[src/rtl/shift_issue_stage_pkg.sv]
// shift_issue_stage_pkg: R-type shift funct codes and shifter op encodings,
// shared by the issue stage and the external shifter.
package shift_issue_stage_pkg;
  localparam logic [5:0] F_SLL  = 6'b000000;
  localparam logic [5:0] F_SRL  = 6'b000010;
  localparam logic [5:0] F_SRA  = 6'b000011;
  localparam logic [5:0] F_SLLV = 6'b000100;
  localparam logic [5:0] F_SRLV = 6'b000110;
  localparam logic [5:0] F_SRAV = 6'b000111;
  typedef enum logic [1:0] {
    OP_SLL = 2'd0,
    OP_SRL = 2'd1,
    OP_SRA = 2'd2
  } sh_op_e;
endpackage

[src/rtl/shift_issue_stage_decode.sv]
// shift_decode: maps funct to shifter op, selects immediate or register amount,
// and flags non-shift functs as illegal (op and amount forced to zero).
module shift_decode
  import shift_issue_stage_pkg::*;
(
  input  logic [5:0] funct,
  input  logic [4:0] shamt,
  input  logic [4:0] rs_amt,
  output sh_op_e     op,
  output logic [4:0] amount,
  output logic       illegal
);
  always_comb begin
    op      = OP_SLL;
    amount  = '0;
    illegal = 1'b0;
    case (funct)
      F_SLL:  amount = shamt;
      F_SRL:  begin op = OP_SRL; amount = shamt; end
      F_SRA:  begin op = OP_SRA; amount = shamt; end
      F_SLLV: amount = rs_amt;
      F_SRLV: begin op = OP_SRL; amount = rs_amt; end
      F_SRAV: begin op = OP_SRA; amount = rs_amt; end
      default: illegal = 1'b1;
    endcase
  end
endmodule

[src/rtl/shift_issue_stage.sv]
// shift_issue_stage: two-entry pipeline; stage A holds decoded operands driving an
// external shifter, stage B captures the shifter result for writeback.
module shift_issue_stage
  import shift_issue_stage_pkg::*;
(
  input  logic        clk,
  input  logic        reset_n,
  input  logic        in_valid,
  output logic        in_ready,
  input  logic [5:0]  funct,
  input  logic [4:0]  shamt,
  input  logic [31:0] rs_val,
  input  logic [31:0] rt_val,
  input  logic [4:0]  rd,
  output logic [31:0] sh_input1,
  output logic [31:0] sh_input2,
  output logic [1:0]  sh_op,
  input  logic [31:0] sh_result,
  output logic        out_valid,
  input  logic        out_ready,
  output logic [31:0] out_result,
  output logic [4:0]  out_rd,
  output logic        out_illegal
);
  sh_op_e      d_op, a_op;
  logic [4:0]  d_amt, a_amt, a_rd;
  logic        d_ill, a_ill, a_valid;
  logic [31:0] a_in1;
  logic        b_can_accept, a_to_b, accept;
  logic        unused_rs;
  assign unused_rs = ^rs_val[31:5];
  shift_decode u_decode (
    .funct   (funct),
    .shamt   (shamt),
    .rs_amt  (rs_val[4:0]),
    .op      (d_op),
    .amount  (d_amt),
    .illegal (d_ill)
  );
  assign b_can_accept = !out_valid || out_ready;
  assign a_to_b       = a_valid && b_can_accept;
  assign in_ready     = !a_valid || b_can_accept;
  assign accept       = in_valid && in_ready;
  // Shifter inputs read as zero whenever stage A is empty.
  assign sh_input1 = a_valid ? a_in1 : '0;
  assign sh_input2 = {27'd0, a_valid ? a_amt : 5'd0};
  assign sh_op     = a_valid ? a_op : OP_SLL;
  always_ff @(posedge clk or negedge reset_n) begin
    if (!reset_n) begin
      a_valid <= 1'b0;
      a_in1   <= '0;
      a_amt   <= '0;
      a_op    <= OP_SLL;
      a_rd    <= '0;
      a_ill   <= 1'b0;
    end else if (accept) begin
      a_valid <= 1'b1;
      a_in1   <= rt_val;
      a_amt   <= d_amt;
      a_op    <= d_op;
      a_rd    <= rd;
      a_ill   <= d_ill;
    end else if (a_to_b) begin
      a_valid <= 1'b0;
    end
  end
  always_ff @(posedge clk or negedge reset_n) begin
    if (!reset_n) begin
      out_valid   <= 1'b0;
      out_result  <= '0;
      out_rd      <= '0;
      out_illegal <= 1'b0;
    end else if (a_to_b) begin
      out_valid   <= 1'b1;
      out_result  <= a_ill ? '0 : sh_result;
      out_rd      <= a_rd;
      out_illegal <= a_ill;
    end else if (out_ready) begin
      out_valid <= 1'b0;
    end
  end
endmodule

[config.mk]
export PLATFORM = sky130hd
export DESIGN_NAME = shift_issue_stage
export DESIGN_NICKNAME = d
export VERILOG_FILES = /design/src/rtl/shift_issue_stage_pkg.sv /design/src/rtl/shift_issue_stage_decode.sv /design/src/rtl/shift_issue_stage.sv
export SDC_FILE = /design/constraint.sdc
export NUM_CORES = 1
export LEC_CHECK = 0
export CORE_MARGIN = 2
export CORE_UTILIZATION = 39
export DETAILED_ROUTE_END_ITERATION = 12
export PLACE_DENSITY = 0.89
export SYNTH_ARGS = -nofsm -noshare
export SYNTH_HDL_FRONTEND = slang
export SYNTH_SLANG_ARGS = --single-unit
[constraint.sdc]
create_clock -name clk -period 1.8 [get_ports clk]
set_clock_uncertainty 0.15 [all_clocks]
set_input_delay 0.27 -clock clk [delete_from_list [all_inputs] [get_ports clk]]
set_output_delay 0.27 -clock clk [all_outputs]
set_load 0.05 [all_outputs]
Word level (Yosys, flattened, before mapping):

Cells that the tools add are included.

* multiplexer cells: 11
* reduce and logical (&&, ||, !) cells: 14
* equality and inequality tests: 5

Operator list (count)
* $mux 32: 2
* $eq 6x3->1 const B: 3
* $eq 6x2->1 const B: 2
* $pmux 5 s2: 1
* $logic_not 6->1: 1
* $reduce_or 3->1: 2
* $reduce_or 6->1: 1
* $mux 1: 5
* $mux 5: 1
* $pmux 2 s2: 1
* $reduce_bool 2->1: 2
* $reduce_or 2->1: 2
* $logic_and 1x1->1: 2
* $logic_not 1->1: 2
* $logic_or 1x1->1: 2
* $mux 2: 1

* input bits: 116
* logic and storage cells: 40
* flip-flop bits (word level): 85

Longest topological paths before layout:

* depth in word-level cells: 5
* mapped depth: 5

Modules after synthesis:

From an unflattened synthesis, not the netlist that was laid out.

* cell total of the unflattened synthesis: 306
* area, all modules: 4008.8 um2

Modules (own cells, without submodules)
* shift_issue_stage: seq. area each 2127.0 um2, times used 1, cells an instance 288, area each 3887.5 um2
* shift_decode: seq. area each 0.0 um2, times used 1, cells an instance 18, area each 121.4 um2

Least setup slack after synthesis:

OpenSTA, ideal clock, no wires.

* kind: register -> register
* start point: reg out_valid
* end point: reg a_in1[0]
* period minus slack after synthesis: 1.934 ns
* cell stages (with the launch flop): 5
* arrival: 1.660 ns
* slack: -0.134 ns
* cell sequence: dfrtp_1 > nand3b_4 > nand2_4 > buf_6 > mux2_2

* longest elaborated chain between the ends: 4

RTL lines
* start: declaration: RTL line shift_issue_stage.sv:19 `output logic out_valid,`
* start signal: assignment: RTL line shift_issue_stage.sv:69 `out_valid <= 1'b0;`
* start signal: assignment: RTL line shift_issue_stage.sv:74 `out_valid <= 1'b1;`
* start signal: assignment: RTL line shift_issue_stage.sv:79 `out_valid <= 1'b0;`
* $logic_not 1->1: RTL line shift_issue_stage.sv:40 `assign b_can_accept = !out_valid || out_ready;`
* $logic_or 1x1->1: RTL line shift_issue_stage.sv:40
* $logic_or 1x1->1: RTL line shift_issue_stage.sv:42 `assign in_ready = !a_valid || b_can_accept;`
* via in_ready: RTL line shift_issue_stage.sv:9 `output logic in_ready,`
* $logic_and 1x1->1: RTL line shift_issue_stage.sv:43 `assign accept = in_valid && in_ready;`
* end signal: assignment: RTL line shift_issue_stage.sv:58 `a_in1 <= rt_val;`
* end: declaration: RTL line shift_issue_stage.sv:28 `logic [31:0] a_in1;`

The timed path passes the listed nets, and every way through them passes these cells.
A chain may end at the register's enable or synchronous reset.

Final worst setup path:

* start point: reg a_valid
* end point: out sh_input1[4]

* longest elaborated chain between the ends: 1

RTL lines
* start: declaration: RTL line shift_issue_stage.sv:27 `logic d_ill, a_ill, a_valid;`
* start signal: assignment: RTL line shift_issue_stage.sv:50 `a_valid <= 1'b0;`
* start signal: assignment: RTL line shift_issue_stage.sv:57 `a_valid <= 1'b1;`
* start signal: assignment: RTL line shift_issue_stage.sv:64 `a_valid <= 1'b0;`
* $mux 32: RTL line shift_issue_stage.sv:45 `assign sh_input1 = a_valid ? a_in1 : '0;`
* end: declaration: RTL line shift_issue_stage.sv:15 `output logic [31:0] sh_input1,`

No other way between the ends.

==> summary.md <==
| Metric | Value |
|---|---|
| Met1 wire length | `3620 µm` |
| Iteration-0 DRC count of the detailed router | `49` |
| Critical setup path kind | `reg -> out` |
| All-Layer GR Usage | `around 17%` |
| Count of endpoints failing hold in the final timing report | `0` |
| Die width | `between 100 and 150 µm` |
| Worst endpoint data arrival time | `around 1.3 ns` |
| DR vias | `~2800` |
| Clock share of power | `around a fifth` |
| Die Height | `around 110 µm` |
| Post-detail-place hpwl | `7120 µm` |
| WP data required | `1.38 ns` |
| Flops & latches, synth | `85` |
| Initial core utilization | `slightly below 40%` |
| Post-synth top area cell | `dfrtp_1` |
| Switching share of total power | `between 30% and 40%` |
| P_int | `around 3600 µW` |
| Post-synth top flop | `dfrtp_1` |
| Flop pwr share | `40.5%` |
| Std cell rows | `37` |
| Nature of the critical path endpoint | `output port` |
| Max VDD drop | `approximately 0.46 mV` |
| Setup ws final | `~0.065 ns` |
| Number of remaining DRC errors | `0` |
| Tmin final | `1.73 ns` |
| CP Launch Type | `flop` |
| CTS max path bufs | `2` |
| Clk slew on worst S/H paths | `roughly 0.07 ns` |
| Pwr/cell area | `just under 900 nW/µm²` |
| Crit path max fanout | `18` |
| Layout area overhead | `56.6%` |
| Fmax | `0.576 GHz` |
| Global-route wire length before repair | `approximately 15000 µm` |
| Gpl congestion | `about 0.68` |
| Vias in the first global route | `slightly below 3000` |
| Hold Path Class | `in -> async` |
| Die ar. | `11200 µm²` |
| Max Cap Violations | `0` |
| Met3 routed WL | `910 µm` |
| Met2 WL post-DR | `between 4000 and 5000 µm` |
| Cells after Synth | `300` |
| Number of flops mapped to enable cells by yosys | `0` |
| Largest cells by area after synthesis | `dfrtp_1, mux2_2, mux2_4` |
| Initial antenna violation count | `0` |
| Hold Worst Slack | `approximately 0.27 ns` |
| WL final | `9230 µm` |
| Clk sink count | `85` |
| H-tree depth | `3` |
| Worst slack, placed | `-0.103 ns` |
| Status | `finished, final reports clean` |
| Top sig layer | `met4` |
| Largest net degree at the start of global routing | `39` |
| CTS root buffer | `clkbuf_8` |
| Syn. warnings | `0` |
| Port bufs | `167` |
| Share of cells above drive strength 1 | `approximately 40%` |
| Post-synth top area share | `52.6%` |
| CTS tree | `built` |
| Worst-Skew Late Latency | `between 0.3 and 0.4 ns` |
| DR pass1 iterations | `4` |
| R2r setup slk | `around 0.21 ns` |
| Core footprint | `10200 µm²` |
| Switching Power | `1870 µW` |
| Number of buffers created by CTS | `9` |
| FFs w/ async S/R, synth | `100%` |
| Avg Cell Area, Syn | `~13 µm²` |
| Vias per cell | `approximately 4.5` |
| Setup-failing EPs final | `0` |
| Avg WL per Cell | `roughly 15 µm` |
| LEAKAGE | `~0.0030 µW` |
| Fillers | `805` |
| ANT nets after route | `0` |
| Library cells used by synthesis | `23` |
| Comb pwr share | `between 30% and 40%` |
| Total grt overflow | `0` |
| NumNets Final | `~600` |
| ANT cells | `0` |
| Slew Limit Fails | `0` |
| Unrepaired setup endpoints after global routing | `yes` |
| Fin crit share | `between 90% and 100%` |
| Post-synthesis cell area | `4040 µm²` |
| # IOs | `about 220` |
| TNS Setup | `0 ns` |
| Register area share after synthesis | `a little over half` |
| Final core occ | `between 60 and 70%` |
metal layers:
metal | up-vias | GRT usage, %
met3 | 10 | 6.68
met4 | 0 | 6.58
met1 | 1379 | 19.8
li1 | 1299 | -
met2 | 124 | 28.2
met5 | - | 0
critical path, stage by stage (launching register included):
cell and delay, ns:
dfrtp_2 0.45, buf_6 0.18, and2_1 0.19, buf_12 0.15
placed cells by master, fill, tap and decap left out:
cell / synthesis / routed
nand3b_4: 1 / 1
dlygate4sd3_1: 0 / 1
nand2b_1: 3 / 3
dfrtp_1: 85 / 83
buf_6: 7 / 1
clkbuf_1: 7 / 3
mux2_2: 57 / 57
mux2_4: 20 / 20
clkinv_2: 0 / 2
nor3_1: 1 / 1
clkdlybuf4s50_1: 0 / 87
mux2i_1: 5 / 5
and2_1: 39 / 37
o2111ai_1: 1 / 1
inv_1: 2 / 2
buf_12: 0 / 44
nand2_2: 1 / 1
buf_8: 0 / 1
and3_1: 2 / 2
clkbuf_8: 0 / 10
conb_1: 1 / 27
buf_4: 27 / 51
o2bb2ai_1: 5 / 5
nand2_4: 1 / 1
nor2b_1: 17 / 17
dfrtp_2: 0 / 2
and2_4: 0 / 2
and2b_1: 15 / 15
a21boi_0: 1 / 1
sequential cells by signal, indices dropped and copies added (netlist names), 2 cells and up:
register and flops:
a_in1 32, out_rd 5, a_amt 5, a_op 2
a_rd 5, out_result 32
power groups by stage:
stage          sequential [µW]  combinational, µW  clock, µW
2_1_floorplan             2500                982          0
3_3_place_gp              2240               2100          0
3_5_place_dp              2260               2130          0
4_1_cts                   2220               2140       1210
5_1_grt                   2250               2220       1300
6_report                  2220               2130       1140
worst paths after layout:
| check | from | cells past startpoint | to |
|---|---|---|---|
| max | a_valid | 3 | sh_input1[4] |
| min | reset_n | 2 | out_result[17] |
| min reg2reg | a_amt[3] | 1 | a_amt[3] |
| min in group clk | a_amt[3] | 1 | a_amt[3] |
| max reg2reg | a_valid | 4 | out_result[10] |
| max in group asynchronous | reset_n | 3 | out_result[26] |
cell families (layout without fill, tap and decap cells):
| kind of cell | after synthesis | count (layout) | synth area share (%) |
|---|---|---|---|
| flip-flops | 85 | 85 | 52.6 |
| buffers and inverters | 45 | 202 | 8.01 |
| multiplexers | 82 | 82 | 24.5 |
| other | 1 | 27 | 0.0927 |
| AND/OR/NAND/NOR | 80 | 80 | 13.3 |
| AO/OA/AOI/OAI | 7 | 7 | 1.49 |
final cells by class:
type                            instances  area, µm²  area share [%]
Clock buffer                           13        149            2.35
Clock inverter                          2       10.0           0.158
Inverter                                2       7.51           0.119
Multi-Input combinational cell        196       1700            26.8
Sequential cell                        85       2130            33.6
Tap cell                              136        170            2.69
Timing Repair Buffer                  185       2170            34.3
Yosys cell counts (3+ instances only):
cell / number
buf_4: 27
clkbuf_1: 7
buf_6: 7
nor2b_1: 17
and2_1: 39
dfrtp_1: 85
nand2b_1: 3
mux2_2: 57
mux2_4: 20
and2b_1: 15
o2bb2ai_1: 5
mux2i_1: 5
through the flow:
stage          instances  power, µW  instance area (µm²)
2_1_floorplan        326       3480                 4140
3_3_place_gp         602       4340                 6140
3_5_place_dp         602       4390                 6140
4_1_cts              618       5570                 6320
5_1_grt              619       5760                 6330
6_report             619       5490                 6330
timing repair:
item / 4_1_cts / 5_1_grt
resized for setup: 3 / 3
buffers inserted: 0 / 1
setup endpoints to repair: 38 / 31
pin swaps: 0 / 0
hold buffers: 1 / 0
hold endpoints to repair: 25 / 0
No activity file was read; power rests on OpenSTA's default activity.
